$ cat config.mk
export PLATFORM = sky130hd
export DESIGN_NAME = flash_boot_loader
export DESIGN_NICKNAME = d
export VERILOG_FILES = /design/src/rtl/flash_boot_loader.sv
export SDC_FILE = /design/constraint.sdc
export NUM_CORES = 1
export LEC_CHECK = 0
export BUFFER_PORTS_ARGS = -buffer_cell sky130_fd_sc_hd__buf_2
export CAP_MARGIN = 20
export CORE_MARGIN = 4
export CORE_UTILIZATION = 45
export CTS_CLUSTER_SIZE = 30
export DETAILED_ROUTE_END_ITERATION = 8
export PLACE_DENSITY = 0.68
export SYNTH_ARGS = -nofsm -noshare
export SYNTH_HDL_FRONTEND = slang
export SYNTH_SLANG_ARGS = --single-unit
export TNS_END_PERCENT = 10
$ cat constraint.sdc
create_clock -name clk -period 8.07 [get_ports clk]
set_input_delay 0.807 -clock clk [delete_from_list [all_inputs] [get_ports clk]]
set_output_delay 0.807 -clock clk [all_outputs]
set_load 0.1 [all_outputs]
$ cat src/rtl/flash_boot_loader.sv
// Boot-time copier: reads a kernel image from x16 NOR flash and writes it as 32-bit words into SRAM.
// Optional build macro BOOT_CHECKSUM_EN adds checksum_o, an XOR of every word written.
module flash_boot_loader #(
   parameter int unsigned WORD_COUNT = 4210,
   parameter logic [31:0] SRAM_BASE  = 32'h8000_0000,
   parameter int unsigned FLASH_WAIT = 8,
   parameter int unsigned RP_CYCLES  = 16
) (
   input  logic        clk,
   input  logic        rst,
   output logic [21:0] flash_addr,
   input  logic [15:0] flash_data_i,
   output logic        flash_ce_n,
   output logic        flash_oe_n,
   output logic        flash_we_n,
   output logic        flash_rp_n,
   output logic        flash_byte_n,
   output logic        flash_vpen,
   output logic        mem_ce_o,
   output logic        mem_we_o,
   output logic [31:0] mem_addr_o,
   output logic [3:0]  mem_sel_o,
   output logic [31:0] mem_data_o,
`ifdef BOOT_CHECKSUM_EN
   output logic [31:0] checksum_o,
`endif
   output logic        busy,
   output logic        load_complete
);

   // state       | meaning
   // RST_FLASH   | hold flash in reset/power-down, then release rp_n
   // RD_LO       | read even halfword of the current word
   // GAP         | one cycle with oe_n high for bus turnaround
   // RD_HI       | read odd halfword of the current word
   // WR          | single-cycle write of {hi,lo} into SRAM
   // WR_IDLE     | write strobe dropped, advance word counter
   // DONE        | copy finished, wait for rst
   localparam logic [2:0] S_RST_FLASH = 3'd0;
   localparam logic [2:0] S_RD_LO     = 3'd1;
   localparam logic [2:0] S_GAP       = 3'd2;
   localparam logic [2:0] S_RD_HI     = 3'd3;
   localparam logic [2:0] S_WR        = 3'd4;
   localparam logic [2:0] S_WR_IDLE   = 3'd5;
   localparam logic [2:0] S_DONE      = 3'd6;

   localparam logic [15:0] WAIT_LAST = 16'(FLASH_WAIT - 1);
   localparam logic [15:0] RP_LAST   = 16'(RP_CYCLES);
   localparam logic [16:0] WC_END    = 17'(WORD_COUNT);
   localparam bit          WC_ZERO   = (WORD_COUNT == 0);

   logic [2:0]  state;
   logic [15:0] word_cnt;
   logic [15:0] wait_cnt;
   logic [15:0] lo;
   logic [16:0] next_cnt;

   assign next_cnt     = {1'b0, word_cnt} + 17'd1;
   assign flash_we_n   = 1'b1;
   assign flash_byte_n = 1'b1;
   assign flash_vpen   = 1'b1;

   always_ff @(posedge clk) begin
      if (rst) begin
         state         <= S_RST_FLASH;
         word_cnt      <= '0;
         wait_cnt      <= '0;
         lo            <= '0;
         flash_addr    <= '0;
         flash_ce_n    <= 1'b1;
         flash_oe_n    <= 1'b1;
         flash_rp_n    <= 1'b0;
         mem_ce_o      <= 1'b0;
         mem_we_o      <= 1'b0;
         mem_addr_o    <= '0;
         mem_sel_o     <= '0;
         mem_data_o    <= '0;
         busy          <= 1'b1;
         load_complete <= 1'b0;
`ifdef BOOT_CHECKSUM_EN
         checksum_o    <= '0;
`endif
      end else begin
         case (state)
            S_RST_FLASH: begin
               if (wait_cnt == RP_LAST) begin
                  wait_cnt   <= '0;
                  flash_rp_n <= 1'b1;
                  if (WC_ZERO) begin
                     state         <= S_DONE;
                     busy          <= 1'b0;
                     load_complete <= 1'b1;
                  end else begin
                     state      <= S_RD_LO;
                     flash_addr <= {5'd0, word_cnt, 1'b0};
                     flash_ce_n <= 1'b0;
                     flash_oe_n <= 1'b0;
                  end
               end else begin
                  wait_cnt <= wait_cnt + 16'd1;
               end
            end
            S_RD_LO: begin
               // data is only trusted on the last wait cycle
               if (wait_cnt == WAIT_LAST) begin
                  wait_cnt   <= '0;
                  lo         <= flash_data_i;
                  flash_oe_n <= 1'b1;
                  state      <= S_GAP;
               end else begin
                  wait_cnt <= wait_cnt + 16'd1;
               end
            end
            S_GAP: begin
               flash_addr <= {5'd0, word_cnt, 1'b1};
               flash_oe_n <= 1'b0;
               state      <= S_RD_HI;
            end
            S_RD_HI: begin
               if (wait_cnt == WAIT_LAST) begin
                  wait_cnt   <= '0;
                  flash_oe_n <= 1'b1;
                  mem_ce_o   <= 1'b1;
                  mem_we_o   <= 1'b1;
                  mem_sel_o  <= 4'b1111;
                  mem_addr_o <= SRAM_BASE + {14'd0, word_cnt, 2'b00};
                  mem_data_o <= {flash_data_i, lo};
`ifdef BOOT_CHECKSUM_EN
                  checksum_o <= checksum_o ^ {flash_data_i, lo};
`endif
                  state      <= S_WR;
               end else begin
                  wait_cnt <= wait_cnt + 16'd1;
               end
            end
            S_WR: begin
               mem_ce_o   <= 1'b0;
               mem_we_o   <= 1'b0;
               mem_sel_o  <= '0;
               mem_addr_o <= '0;
               mem_data_o <= '0;
               state      <= S_WR_IDLE;
            end
            S_WR_IDLE: begin
               word_cnt <= next_cnt[15:0];
               if (next_cnt == WC_END) begin
                  state         <= S_DONE;
                  flash_ce_n    <= 1'b1;
                  flash_oe_n    <= 1'b1;
                  busy          <= 1'b0;
                  load_complete <= 1'b1;
               end else begin
                  state      <= S_RD_LO;
                  flash_addr <= {5'd0, next_cnt[15:0], 1'b0};
                  flash_oe_n <= 1'b0;
               end
            end
            S_DONE: begin
               state <= S_DONE;
            end
            default: begin
               state <= S_RST_FLASH;
            end
         endcase
      end
   end

endmodule
==> metrics.md <==
| Metric | Value |
|---|---|
| Status | completed |
| Critical path, cell by cell | ha_1 > nand3_1 > o41ai_1 > nand3_1 > o41ai_4 > mux2_2 |
| CTS root buffer | clkbuf_16 |
| Met3 wire length | 833 um |
| Ys Warns | 0 |
| Die width | 116 um |
| Placer Congestion | 0.818 |
| Post-synth EDFFs | 0 |
| Post-DP HPWL | 7970 um |
| Largest net degree at the start of global routing | 65 |
| Vias in the first global route | 3810 |
| Share of cells above drive strength 1 | 24.1% |
| Max layer used | met4 |
| Upper clock frequency limit | 297 MHz |
| Hold WC Path Type | flip-flop to flip-flop |
| Post-route cell area | 0.00620 mm^2 |
| Reg clk slew, reported paths | 0.05 ns |
| Cells after Synth | 564 |
| Residual DRC | 0 |
| Count leader, synth | dfxtp_1 |
| Average size of a mapped cell | 9.32 um^2 |
| Critical path class | flip-flop to flip-flop |
| Finish-stage setup viols | 0 |
| Power Density | 230 mW/mm^2 |
| Top area cells in the synthesized netlist | dfxtp_1 (46%), a22o_1 (7.2%), buf_4 (4.3%) |
| Post-CTS Resized | 0 |
| # clock sinks | 122 |
| Slowest library cell on the worst path | o41ai_4 |
| First-pass GRT wire length | 18700 um |
| Sw power | 0.326 mW |
| CP Buf/Inv Count | 0 |
| Antenna Cells | 0 |
| Unrepaired setup endpoints after global routing | no |
| Commonest cells in the synthesized netlist | dfxtp_1 (122), nand2_1 (57), nor2_1 (47) |
| Mapped cell area | 0.00526 mm^2 |
| Netlist cell types | 53 |
| Post-synth top flop | dfxtp_1 |
| Worst stage delay on the critical path | 1.02 ns |
| Final WL | 11500 um |
| Arr. time, crit path | 3.65 ns |
| CTS Hold Bufs | 0 |
| WL met1 | 5310 um |
| Placed instance area | 0.00559 mm^2 |
| Comb pwr share | 4.8% |
| Total global-route track usage | 17.6% |
| Multiplexer share of the synthesized area | 4.93% |
| Power Total | 1.43 mW |
| Starting Density | 46.1% |
| Congestion Overflow GR | 0 |
| Switching Share | 22.9% |
| Register bit count reported by yosys | 122 |
| Worst-Skew Late Latency | 0.41 ns |
| First drt pass iteration count | 6 |
| CP max FO | 16 |
| Int Pwr | 1.10 mW |
| Period minus WS final | 3.36 ns |
| H-tree Lvls | 4 |
| Setup TNS | 0 ns |
| Final hold slack | 0.446 ns |
| Yosys top cell area share | 46.4% |
| Post-synthesis simple-gate area fraction | 19.1% |
| Slew Viols, Final | 0 |
| Core ar. | 0.0114 mm^2 |
| Worst-Margin Slew | 1.11 ns |
| Routed vias | 4145 |
| CTS tree | yes |
| Sequential area share after synthesis | 46.4% |
| LEAKAGE | 2.56 nW |
| Max_cap viols | 0 |
| XOR/XNOR Fraction of Synth Area | 5.00% |
| CP dominant cell by count | nand3_1 |
| Worst Path Required | 8.36 ns |
| Area delta synth->final | 18.0% |
| Fin util | 54.3% |
| DR WL met2 | 5310 um |
| Die height | 116 um |
| Clock power frac | 52.7% |
| Delay-heaviest family, CP | compound AO/OA/AOI/OAI gates |
| Compound-Gate Fraction of Synth Area | 14.9% |
| Die Area | 0.0135 mm^2 |
| Number of I/O pins | 118 |
| Sequential power share | 42.5% |
| Clock skew | 0.0115 ns |
| Row Count | 39 |
| Initial antenna violation count | 0 |
| Asr flop ratio synth | 0% |
| Final nets | 657 |
| Main combinational cell family by area after synthesis | simple AND/OR/NAND/NOR gates |
| Routed vias/inst | 5.25 |
| CTS Buf Count | 17 |
| Buffers added on ports | 94 |
| Worst vdd ir | 0.158 mV |
| Hold Vio Cnt, Final | 0 |
| Part of the cycle the worst path needs | 41.7% |
| DRT iter0 DRCs | 289 |
| Startpoint Class | flip-flop |
| Final ANT Viol Nets | 0 |
| Cell taking the most area after synthesis | dfxtp_1 |
| Adder-Cell Fraction of Synth Area | 0.952% |
| CP Capture Type | flip-flop |
| WL per Instance | 14.6 um |
| Rel. slew slack | 25.8% |
| Post CTS Setup Buffer Count | 0 |
| CTS max path bufs | 2 |
-- final timing paths --
| kind | slack [ns] | startpoint | depth (start not counted) | to |
|---|---|---|---|---|
| worst max-delay path | 4.71 | word_cnt[0]$_SDFFE_PP0P_ | 6 | flash_addr[6]$_SDFFE_PP0P_ |
| worst min-delay path | 0.45 | load_complete$_SDFFE_PP0P_ | 2 | load_complete$_SDFFE_PP0P_ |
| worst max register to register | 4.71 | word_cnt[0]$_SDFFE_PP0P_ | 6 | flash_addr[6]$_SDFFE_PP0P_ |
| worst min register to register | 0.45 | load_complete$_SDFFE_PP0P_ | 2 | load_complete$_SDFFE_PP0P_ |
-- per-stage QoR --
step	setup WS [ns]	instances
after floorplan	5.40	585
after global placement	4.94	757
after detailed placement	4.75	757
after CTS	4.72	788
after global routing	4.49	790
final	4.71	790
-- area by class of cell --
type	count	area, um^2
Fill cell	1040	5210
Multi-Input combinational cell	385	2440
Sequential cell	122	2440
Timing Repair Buffer	98	504
Clock buffer	19	443
Tap cell	143	179
Clock inverter	12	150
Inverter	11	41.3
-- cells by family after synthesis --
logic type | count (synthesis)
AND/OR/NAND/NOR | 196
flip-flops | 122
AO/OA/AOI/OAI | 108
buffers and inverters | 78
XOR/XNOR | 30
multiplexers | 24
adder cells (fa/ha/maj) | 4
other | 2
-- power groups by stage --
stage	logic, mW	clock network, mW	registers [mW]
final	0.0688	0.752	0.606
after global routing	0.0721	0.794	0.606
after global placement	0.0676	0	0.618
after detailed placement	0.0682	0	0.618
after floorplan	0.0697	0	0.618
after CTS	0.0683	0.765	0.606
-- cells in the final DEF, fill, tap and decap left out, types with 17 or more instances in the layout --
| cell | n |
|---|---|
| a21oi_1 | 32 |
| a22o_1 | 43 |
| buf_2 | 94 |
| clkbuf_16 | 17 |
| conb_1 | 23 |
| dfxtp_1 | 122 |
| nand2_1 | 57 |
| nor2_1 | 47 |
| nor2b_1 | 17 |
| xor2_1 | 19 |
-- sequential cells by signal (all words and copies together), names as in the netlist --
signal and flops:
mem_data_o 32, flash_addr 17, lo 16, mem_addr_o 16
wait_cnt 16, word_cnt 16, state 3, busy 1
flash_ce_n 1, flash_oe_n 1, flash_rp_n 1, load_complete 1
mem_sel_o 1
-- tightest hold or removal path, cell delays in order, from the launching register on --
cell     delay, ns
dfxtp_1       0.30
inv_1         0.04
a21oi_1       0.05
-- per-layer routing --
layer / global-route usage [%] / vias to the layer above
li1: - / 2049
met1: 23.7 / 1954
met2: 26.5 / 138
met3: 6.17 / 4
met4: 5.49 / 0
met5: 0 / -
(Power assumes the default switching activity.)
